[config.mk]
export PLATFORM = sky130hd
export DESIGN_NAME = clk_div_n
export DESIGN_NICKNAME = d
export VERILOG_FILES = /design/src/rtl/clk_div_pkg.sv /design/src/rtl/clk_div_duty_fix.sv /design/src/rtl/clk_div_n.sv
export SDC_FILE = /design/constraint.sdc
export NUM_CORES = 1
export LEC_CHECK = 0
export ABC_AREA = 1
export BUFFER_PORTS_ARGS = -buffer_cell sky130_fd_sc_hd__buf_2
export CAP_MARGIN = 20
export CELL_PAD_IN_SITES_DETAIL_PLACEMENT = 0
export CELL_PAD_IN_SITES_GLOBAL_PLACEMENT = 1
export CORE_MARGIN = 4
export CORE_UTILIZATION = 37
export CTS_CLUSTER_SIZE = 14
export DETAILED_ROUTE_END_ITERATION = 8
export PLACE_DENSITY = 0.85
export SLEW_MARGIN = 0
export SYNTH_ARGS = -nofsm -noshare
export SYNTH_HDL_FRONTEND = slang
export SYNTH_SLANG_ARGS = --single-unit
[constraint.sdc]
create_clock -name clk -period 7 [get_ports clk]
set_input_delay 1.4 -clock clk [delete_from_list [all_inputs] [get_ports clk]]
set_output_delay 1.4 -clock clk [all_outputs]
set_load 0.1 [all_outputs]
[src/rtl/clk_div_pkg.sv]
// Shared types and constants for the programmable clock divider.
package clk_div_pkg;

   typedef enum logic [0:0] {
      IDLE = 1'b0,
      RUN  = 1'b1
   } state_e;

   localparam int MIN_DIV   = 2;
   localparam int CNT_W_DEF = 8;

endpackage

[src/rtl/clk_div_duty_fix.sv]
// Odd-divisor duty correction: a negedge copy of clk_pos is ORed in to stretch the high phase by half a cycle.
// Only instantiated when CLK_DIV_DUTY50_EN is defined.
module clk_div_duty_fix (
   input  logic clk,
   input  logic rst,
   input  logic clk_pos,
   input  logic odd,
   output logic clk_out
);

   logic clk_neg_q;
   logic clk_neg_d;

   always_comb begin
      clk_neg_d = rst ? 1'b0 : clk_pos;
   end

   always_ff @(negedge clk) begin
      clk_neg_q <= clk_neg_d;
   end

   assign clk_out = odd ? (clk_pos | clk_neg_q) : clk_pos;

endmodule

[src/rtl/clk_div_n.sv]
// Runtime-programmable integer clock divider with per-period tick; divisor and enable changes land on period boundaries.
// Optional 50% duty for odd divisors via macro CLK_DIV_DUTY50_EN.
module clk_div_n
   import clk_div_pkg::*;
#(
   parameter int CNT_W       = CNT_W_DEF,
   parameter int DEFAULT_DIV = 3
) (
   input  logic             clk,
   input  logic             rst,
   input  logic             en,
   input  logic             load,
   input  logic [CNT_W-1:0] div_val,
   output logic             clk_out,
   output logic             tick,
   output logic             busy,
   output logic             err,
   output logic [CNT_W-1:0] cur_div
);

   localparam logic [CNT_W-1:0] ONE     = CNT_W'(1);
   localparam logic [CNT_W-1:0] MIN_W   = CNT_W'(MIN_DIV);
   localparam logic [CNT_W-1:0] DEF_W   = CNT_W'(DEFAULT_DIV);

   state_e           state_q, state_d;
   logic [CNT_W-1:0] cnt_q, cnt_d;
   logic [CNT_W-1:0] cur_div_q, cur_div_d;
   logic [CNT_W-1:0] pend_q, pend_d;
   logic             pend_vld_q, pend_vld_d;
   logic             clk_pos_q, clk_pos_d;
   logic             tick_q, tick_d;
   logic             err_q, err_d;
   logic             wrap;
   logic             div_ok;

   always_comb begin
      wrap       = (state_q == RUN) && (cnt_q == cur_div_q - ONE);
      div_ok     = (div_val >= MIN_W);
      state_d    = state_q;
      cnt_d      = cnt_q;
      cur_div_d  = cur_div_q;
      pend_d     = pend_q;
      pend_vld_d = pend_vld_q;
      err_d      = load && !div_ok;

      // The old pending value is applied first so a load on a wrap edge waits for the next wrap.
      if (((state_q == IDLE) || wrap) && pend_vld_q) begin
         cur_div_d  = pend_q;
         pend_vld_d = 1'b0;
      end
      if (load && div_ok) begin
         pend_d     = div_val;
         pend_vld_d = 1'b1;
      end

      case (state_q)
         IDLE: begin
            cnt_d = '0;
            if (en) state_d = RUN;
         end
         RUN: begin
            if (wrap) begin
               cnt_d = '0;
               if (!en) state_d = IDLE;
            end else begin
               cnt_d = cnt_q + ONE;
            end
         end
         default: begin
            state_d = IDLE;
            cnt_d   = '0;
         end
      endcase

      // Outputs are registered from the next-state view so they line up with cnt_q.
      clk_pos_d = (state_d == RUN) && (cnt_d < (cur_div_d >> 1));
      tick_d    = (state_d == RUN) && (cnt_d == cur_div_d - ONE);
   end

   always_ff @(posedge clk) begin
      if (rst) begin
         state_q    <= IDLE;
         cnt_q      <= '0;
         cur_div_q  <= DEF_W;
         pend_q     <= '0;
         pend_vld_q <= 1'b0;
         clk_pos_q  <= 1'b0;
         tick_q     <= 1'b0;
         err_q      <= 1'b0;
      end else begin
         state_q    <= state_d;
         cnt_q      <= cnt_d;
         cur_div_q  <= cur_div_d;
         pend_q     <= pend_d;
         pend_vld_q <= pend_vld_d;
         clk_pos_q  <= clk_pos_d;
         tick_q     <= tick_d;
         err_q      <= err_d;
      end
   end

`ifdef CLK_DIV_DUTY50_EN
   clk_div_duty_fix u_duty_fix (
      .clk     (clk),
      .rst     (rst),
      .clk_pos (clk_pos_q),
      .odd     (cur_div_q[0]),
      .clk_out (clk_out)
   );
`else
   assign clk_out = clk_pos_q;
`endif

   assign tick    = tick_q;
   assign busy    = (state_q == RUN);
   assign err     = err_q;
   assign cur_div = cur_div_q;

endmodule

==> key figures, run 1 <==
Worst setup path
  – Critical path type: reg2reg
  – CP startpoint kind: register
  – CP max FO: 19
  – Reg2reg path depth: 24
  – Critical path arrival: about 3.3 ns
  – Kind of end point of the critical path: register
  – Crit-path most repeated cell: nand2_1
  – Slack of the worst reg-to-reg path: approximately 4 ns
  – Worst r2r src: cur_div[0]
  – Req. time, crit path: between 7 and 8 ns
  – Slowest-stage cell, CP: dfxtp_1
  – Capture point of the worst reg-to-reg path: tick
  – Worst path cell trace: inv_1 > ha_1 > inv_1 > nand2_1 > nand3_1 > nand2_1 > nor2_1 > nand2_1 > nor2_2 > nand3_2 > nand2_4 > nand2_4 > nand2_1 > nand2_2 > ha_1 > nand4_1 > nand2_1 > nor2_1 > nand3_1 > nor2_1 > nand2_1 > clkinv_1 > nand3_1 > nor2_1
  – CP peak stage delay: ~0.37 ns

Global routing
  – Met1 usage in global routing: 0.201
  – Overflow after GRT: 0
  – GRT Overall Usage: 0.154
  – Largest net degree at the start of global routing: 20
  – GRT Max-Usage Layer: met2
  – Vias in the first global route: around 1,900
  – Met2 Resource Use GR: 0.258
  – Global-route wire length before repair: 8760 µm
  – Initial antenna violation count: 0
  – Grt met3 use: 0.0308

Placed design
  – Hpwl dp: between 4000 and 5000 µm
  – IO Port Bufs: 23
  – Cells after DPL: between 400 and 500
  – Placer Congestion: 0.913

Yosys
  – Mapped Area: approximately 0.0021 mm²
  – Commonest register cell after synthesis: dfxtp_1
  – Synthesized area per cell: 6.09 µm²
  – Synthesis-stage register bit count: 29
  – Post-synth EDFFs: 0
  – Synth Area in Adders: 0.0542
  – Synth Area in XOR/XNOR: 0.0295
  – Fraction of the mapped netlist area in simple logic gates: 0.474
  – Register area share after synthesis: 0.279
  – Post-Syn Instances: ~340
  – Syn. warnings: 0
  – Synth Area in Compound Gates: 0.0482
  – Post-synth ARST share: 0
  – Mux share of post-synthesis cell area: 0
  – Syn Nets: roughly 360
  – Synth cell types: 29
  – Largest family of logic cells by synthesized area: simple AND/OR/NAND/NOR gates

Clocking
  – Post_cts resized: 0
  – Reg clk slew, reported paths: about 0.07 ns
  – CTS tree: built
  – Num CTS Buffers: 5
  – Post-CTS setup buffers: 0
  – Clk root buf: clkbuf_8
  – Clock sink total: 29
  – Htree depth: 2
  – Hold buffer count at CTS: 0
  – Max Root-Sink Buffers: 2
  – Latest clock arrival within the worst-skew pair: between 0.2 and 0.3 ns

Pwr
  – Clock power frac: 0.294
  – Leakage power: between 1 and 1.5 nW
  – Max VDD drop: 0.000102 V
  – Int Power: about 0.28 mW
  – Comb pwr share: 0.309
  – Sw frac: 0.395
  – NetSw: approximately 0.18 mW
  – Pwr per Cell Area: approximately 200 mW/mm²
  – Sequential Power Share: 0.398

Detailed routing
  – DR vias/cell: around 4.6
  – Remaining DRCs: 0
  – Starting DRC count in detailed routing: 137
  – Wire per inst: roughly 12 µm
  – Drt total wl: slightly above 5000 µm
  – Antenna Nets Post-Route: 0
  – DRT Pass-1 Iters: 4
  – Via count: roughly 2,000

Hold path
  – Hold Crit Class: reg2reg
  – Min-delay src: pend_q[5]
  – WHS Path Cells: 2
  – WHS Endpoint: pend_q[5]

Floorplanning
  – Die H: between 80 and 90 µm
  – # rows: 27
  – Die width: 82.9 µm
  – Full die area: 0.00688 mm²
  – I/O pin count: 24
  – Initial core utilization: 0.380
  – Core box area: between 0.005 and 0.006 mm²

Final layout
  – Area grow syn2layout: 12.2%
  – Non-Filler Instances: approximately 440
  – Ant diodes: 0
  – Proportion of layout cells with a drive suffix above 1: 0.148
  – Most common cell after layout, fill and taps aside: nand2_1
  – Commonest non-fill, non-tap cells in the layout: nand2_1, inv_1, nor2_1, nand3_1, dfxtp_1
  – # nets final: between 300 and 400
  – Number of fill cells in the layout: between 600 and 700

Timing
  – Final setup vio count: 0
  – Setup TNS: 0 ns
  – Max_slew headroom: 0.624
  – RSZ-0062 raised after global routing: no
  – Least-Margin Pin Slew: approximately 0.56 ns
  – Hold Vio Cnt, Final: 0
  – Setup Skew: around 0.0070 ns
  – Tcrit/Tclk final: 0.435
  – Fin crit period: roughly 3.0 ns
  – Fmax: ~330 MHz
  – Slew Limit Fails: 0

Status
  – Status: complete, no violations

Flow run
  – Number of max-cap violations: 0
[Yosys cell counts, types with 5 or more instances]
cell | number | share of area
dfxtp_1 | 29 | 0.28
nand3_1 | 37 | 0.089
xor2_1 | 5 | 0.021
o21ai_0 | 7 | 0.017
inv_1 | 48 | 0.087
nand2_2 | 10 | 0.030
nand2_1 | 102 | 0.18
ha_1 | 9 | 0.054
nor2_1 | 47 | 0.085
a21oi_1 | 9 | 0.022
[power by group through the flow]
stage               registers [mW]  logic [mW]  clock network, mW
floorplan                    0.220      0.0837                  0
global placement             0.188       0.143                  0
detailed placement           0.188       0.143                  0
CTS                          0.184       0.144              0.139
global route                 0.186       0.159              0.146
finish                       0.184       0.143              0.136
[worst max path at each step]
stage,start,endpoint,slack [ns]
6_report,cur_div[0],tick,3.96
5_1_grt,cur_div[0],tick,3.57
4_1_cts,cur_div[0],tick,3.95
3_5_place_dp,cur_div[0],tick,4.01
3_3_place_gp,cur_div[0],tick,4.08
2_1_floorplan,cur_div[0],tick,3.54
[worst max-delay path: cells and delay by family (launching register included)]
| kind | cells | cell delay [ns] |
|---|---|---|
| adders and majority gates | 2 | 0.59 |
| buffers and inverters | 3 | 0.22 |
| DFF | 1 | 0.37 |
| and+or+nand+nor | 19 | 1.80 |
[cell families after synthesis]
kind of cell	Yosys count
adders and majority gates	9
AOI/OAI and AO/OA	19
DFF	29
and+or+nand+nor	218
buffers and inverters	59
xor gates and xnor gates	7
[layer usage]
layer	routed length, µm	up-vias
met3	237	6
met2	2340	41
met1	2460	886
li1	-	1101
met5	0	-
met4	55	0
[state kept, by name, summed over array words and instances, names as in the netlist]
signal      cells
cur_div         8
busy            1
clk_out         1
pend_q          8
cnt_q           8
pend_vld_q      1
tick            1
err             1
[layout make-up]
type	count	area, µm²	area share
clock buffers	5	68.8	0.0295
clock inverters	3	17.5	0.00751
inverters	53	199	0.0853
multi-input cells	253	1260	0.541
flip-flops and latches	29	581	0.249
well taps	72	90.1	0.0386
repair buffers	23	115	0.0494
[stage by stage]
step                power (mW)  hold WS (ns)  worst slack, ns  cell area, µm²  utilization
finish                   0.463         0.466             3.96            2330        0.426
global route             0.490         0.504             3.57            2330        0.426
CTS                      0.467         0.473             3.95            2330        0.426
detailed placement       0.331         0.463             4.01            2240        0.410
global placement         0.330         0.449             4.08            2240        0.410
floorplan                0.304         0.430             3.54            2080            -
Note: power is estimated with default switching activity, not from simulation.
==> run 2: changes to the inputs <==
--- a/config.mk
+++ b/config.mk
@@ -5,7 +5,7 @@
 export SDC_FILE = /design/constraint.sdc
 export NUM_CORES = 1
 export LEC_CHECK = 0
-export ABC_AREA = 1
+export ABC_AREA = 0
 export BUFFER_PORTS_ARGS = -buffer_cell sky130_fd_sc_hd__buf_2
 export CAP_MARGIN = 20
 export CELL_PAD_IN_SITES_DETAIL_PLACEMENT = 0
@@ -14,7 +14,7 @@
 export CORE_UTILIZATION = 37
 export CTS_CLUSTER_SIZE = 14
 export DETAILED_ROUTE_END_ITERATION = 8
-export PLACE_DENSITY = 0.85
+export PLACE_DENSITY = 0.81
 export SLEW_MARGIN = 0
 export SYNTH_ARGS = -nofsm -noshare
 export SYNTH_HDL_FRONTEND = slang
==> constraint.sdc (replaced) <==
create_clock -name clk -period 3 [get_ports clk]
set_input_delay 0.6 -clock clk [delete_from_list [all_inputs] [get_ports clk]]
set_output_delay 0.6 -clock clk [all_outputs]
set_load 0.1 [all_outputs]
==> key figures, run 2 <==
Yosys
  – Fraction of the mapped netlist area in simple logic gates: 0.251 (-0.223)
  – Area share of the largest cell type after synthesis: 0.315 (+0.0354)
  – Mux share of post-synthesis cell area: 0.0611 (+0.0611)
  – Syn Nets: 239 (-34%)
  – Synth Area in Adders: 0.0611 (+0.00687)
  – Commonest cells post-synth: dfxtp_1, nor2_1, nand2_1, xnor2_1, nor3_1
  – Largest family of logic cells by synthesized area: simple AND/OR/NAND/NOR gates
  – Register area share after synthesis: 0.315 (+0.0354)
  – Post-synth EDFFs: 0 (unchanged)
  – Yosys top cell by area: dfxtp_1
  – Synth cell types: 53 (+83%)
  – Synthesized area per cell: 8.46 µm² (+39%)
  – Synthesis-stage register bit count: 29 (unchanged)
  – Top-count cell post-synth: dfxtp_1
  – Synth Area in Compound Gates: 0.159 (+0.111)
  – Mapped Area: 0.00184 mm² (-11%)
  – Post-synth ARST share: 0 (unchanged)
  – Syn. warnings: 0 (unchanged)
  – Post-Syn Instances: 218 (-36%)
  – Commonest register cell after synthesis: dfxtp_1
  – Synth area leaders: dfxtp_1, xnor2_1, ha_1
  – Synth Area in XOR/XNOR: 0.109 (+0.0797)

Final layout
  – Number of fill cells in the layout: 473 (-22%)
  – # nets final: 297 (-23%)
  – Proportion of layout cells with a drive suffix above 1: 0.354 (+0.206)
  – Area grow syn2layout: 36.4%
  – Ant diodes: 0 (unchanged)
  – Commonest non-fill, non-tap cells in the layout: buf_4, nor2_1, dfxtp_1, buf_2
  – Most common cell after layout, fill and taps aside: buf_4

Timing
  – Final setup vio count: 2 (+2)
  – Max_slew headroom: 0.675 (+0.0506)
  – RSZ-0062 raised after global routing: yes
  – Least-Margin Pin Slew: 0.488 ns (-0.0751 ns)
  – Hold Vio Cnt, Final: 0 (unchanged)
  – Fmax: 293 MHz (-11%)
  – Fin crit period: 3.41 ns (+0.365 ns)
  – Tcrit/Tclk final: 1.14 (+0.701)
  – Setup Skew: 0.00368 ns (-0.00332 ns)
  – Slack of the critical path: -0.408 ns (-4.37 ns)
  – Slew Limit Fails: 0 (unchanged)
  – Setup TNS: -0.729 ns (-0.729 ns)

Worst setup path
  – Critical path arrival: 3.61 ns (+0.34 ns)
  – Crit path depth: 11 (-54%)
  – Reg2reg path depth: 11 (-54%)
  – CP max FO: 6 (-13)
  – Kind of end point of the critical path: register
  – CP bufs+invs: 1 (-2)
  – Worst path cell trace: or4_4 > or4_4 > a21oi_2 > o211a_4 > a31oi_4 > buf_4 > mux2_1 > or4_1 > and3_1 > a2bb2oi_1 > nor4_2
  – Critical path type: reg2reg
  – CP startpoint kind: register
  – Capture point of the worst reg-to-reg path: tick
  – Worst setup startpoint: cur_div[2]
  – Crit path max-delay family: simple AND/OR/NAND/NOR gates
  – Slack of the worst reg-to-reg path: -0.41 ns (-4.37 ns)
  – Req. time, crit path: 3.20 ns (-4.03 ns)
  – CP peak stage delay: 0.57 ns (+0.20 ns)
  – Worst r2r src: cur_div[2]
  – Slowest-stage cell, CP: or4_4
  – Crit-path most repeated cell: or4_4
  – Worst setup path end: tick

Clocking
  – Latest clock arrival within the worst-skew pair: 0.28 ns (about the same)
  – Hold buffer count at CTS: 0 (unchanged)
  – Max Root-Sink Buffers: 2 (unchanged)
  – Htree depth: 2 (unchanged)
  – Clock sink total: 29 (unchanged)
  – Num CTS Buffers: 5 (unchanged)
  – CTS tree: built
  – Reg clk slew, reported paths: 0.06 ns (about the same)
  – Clk root buf: clkbuf_8

Global routing
  – Vias in the first global route: 1,720 (-8.9%)
  – Overflow after GRT: 0 (unchanged)
  – GRT Overall Usage: 0.169 (+0.0154)
  – Largest net degree at the start of global routing: 28 (+40%)
  – Global-route wire length before repair: 8150 µm (-7.0%)
  – Initial antenna violation count: 0 (unchanged)

Detailed routing
  – Antenna Nets Post-Route: 0 (unchanged)
  – Drt total wl: 4770 µm (-6.2%)
  – DR vias/cell: 5.11 (+10%)
  – Wire per inst: 13.9 µm (+19%)
  – Via count: 1,757 (-14%)
  – Remaining DRCs: 0 (unchanged)
  – Starting DRC count in detailed routing: 67 (-51%)
  – DRT Pass-1 Iters: 4 (unchanged)

Floorplanning
  – Full die area: 0.00618 mm² (-10%)
  – Initial core utilization: 0.385 (+0.00562)
  – Die width: 78.6 µm (-5.2%)
  – I/O pin count: 24 (unchanged)
  – Die H: 78.6 µm (-5.2%)
  – Core box area: 0.00479 mm² (-13%)
  – # rows: 25 (-7.4%)

Pwr
  – NetSw: 0.396 mW (+120%)
  – Max VDD drop: 0.000240 V (+130%)
  – Sequential Power Share: 0.344 (-0.054)
  – Leakage power: 1.07 nW (-13%)
  – Int Power: 0.837 mW (+200%)
  – Comb pwr share: 0.315 (+0.006)
  – Sw frac: 0.321 (-0.0737)
  – Pwr per Cell Area: 490 mW/mm² (+150%)
  – Clock power frac: 0.341 (+0.047)

Hold path
  – Hold Crit Class: reg2reg

Flow run
  – Number of max-cap violations: 0 (unchanged)

Placed design
  – Placer Congestion: 0.886 (-3.0%)
  – Pre-CTS WS: -0.392 ns (-4.40 ns)
  – Hpwl dp: 3780 µm (-6.5%)
  – IO Port Bufs: 23 (unchanged)

Status
  – Status: finished, violations left
  – Failing checks: setup timing
## run 2: cell count changes in the layout (fill, tap and decap cells not counted), moves of 10 or more
cell     change
nand2_1     -85
buf_4       +37
nand2_2     -10
nand3_1     -28
nor2_1      -21
inv_1       -42
nor3_1      +11
xnor2_1     +15
## run 2: worst min-delay path by stage
stage / from / end / slack [ns] / depth (start not counted)
floorplan: pend_q[4] / pend_q[4] / 0.45 / 2
global placement: pend_q[1] / pend_q[1] / 0.46 / 2
detailed placement: pend_q[1] / pend_q[1] / 0.47 / 2
CTS: pend_q[1] / pend_q[1] / 0.47 / 2
global route: pend_q[7] / pend_q[7] / 0.50 / 2
finish: pend_q[1] / pend_q[1] / 0.48 / 2
## run 2: layer usage
| metal | vias to the layer above | track usage | share of wire | routed length, µm |
|---|---|---|---|---|
| met5 | - | 0 | 0 | 0 |
| li1 | 895 | - | - | - |
| met4 | 0 | 0.0682 | 0.016 | 78 |
| met3 | 6 | 0.0356 | 0.043 | 203 |
| met2 | 34 | 0.282 | 0.47 | 2250 |
| met1 | 822 | 0.211 | 0.47 | 2240 |
## run 2: cells by family (layout without fill, tap and decap cells)
kind of cell,after synthesis,after routing
buffers and inverters,19,78
AOI/OAI and AO/OA,38,38
xor gates and xnor gates,23,23
muxes,9,9
adders and majority gates,9,9
DFF,29,29
and+or+nand+nor,91,91
## run 2: worst register-to-register path: stages, from the launching register on
cell and delay, ns:
dfxtp_4 0.34, or4_4 0.57, or4_4 0.43, a21oi_2 0.15, o211a_4 0.21, a31oi_4 0.14
buf_4 0.22, mux2_1 0.32, or4_1 0.46, and3_1 0.15, a2bb2oi_1 0.13, nor4_2 0.20
## run 2: per-stage QoR
| stage | total power [mW] | hold WS (ns) | util | instance area [µm²] | std cells |
|---|---|---|---|---|---|
| floorplan | 0.694 | 0.447 | - | 1900 | 218 |
| global placement | 0.805 | 0.462 | 0.492 | 2350 | 335 |
| detailed placement | 0.807 | 0.466 | 0.492 | 2350 | 335 |
| CTS | 1.23 | 0.474 | 0.519 | 2480 | 343 |
| global route | 1.30 | 0.505 | 0.525 | 2510 | 344 |
| finish | 1.23 | 0.476 | 0.525 | 2510 | 344 |
## run 2: repair_timing
item | in CTS | in global routing
endpoints found under the setup margin | 2 | 2
pin swaps | 0 | 1
resized for setup | 2 | 3
setup buffers | 0 | 1
hold endpoints to repair | 0 | 0
## run 2: final cells by class
cell class                      count  area (µm²)  share of cell area
Multi-Input combinational cell    170        1260               0.500
Sequential cell                    29         596               0.237
Timing Repair Buffer               62         433               0.172
Clock buffer                        7        86.3              0.0343
Tap cell                           67        83.8              0.0333
Clock inverter                      1        30.0              0.0119
Inverter                            8        30.0              0.0119
## run 2: power by group through the flow
stage / logic [mW] / clock network [mW] / registers [mW]
finish: 0.389 / 0.420 / 0.424
global route: 0.417 / 0.454 / 0.427
CTS: 0.379 / 0.430 / 0.424
detailed placement: 0.375 / 0 / 0.432
global placement: 0.373 / 0 / 0.432
floorplan: 0.190 / 0 / 0.504
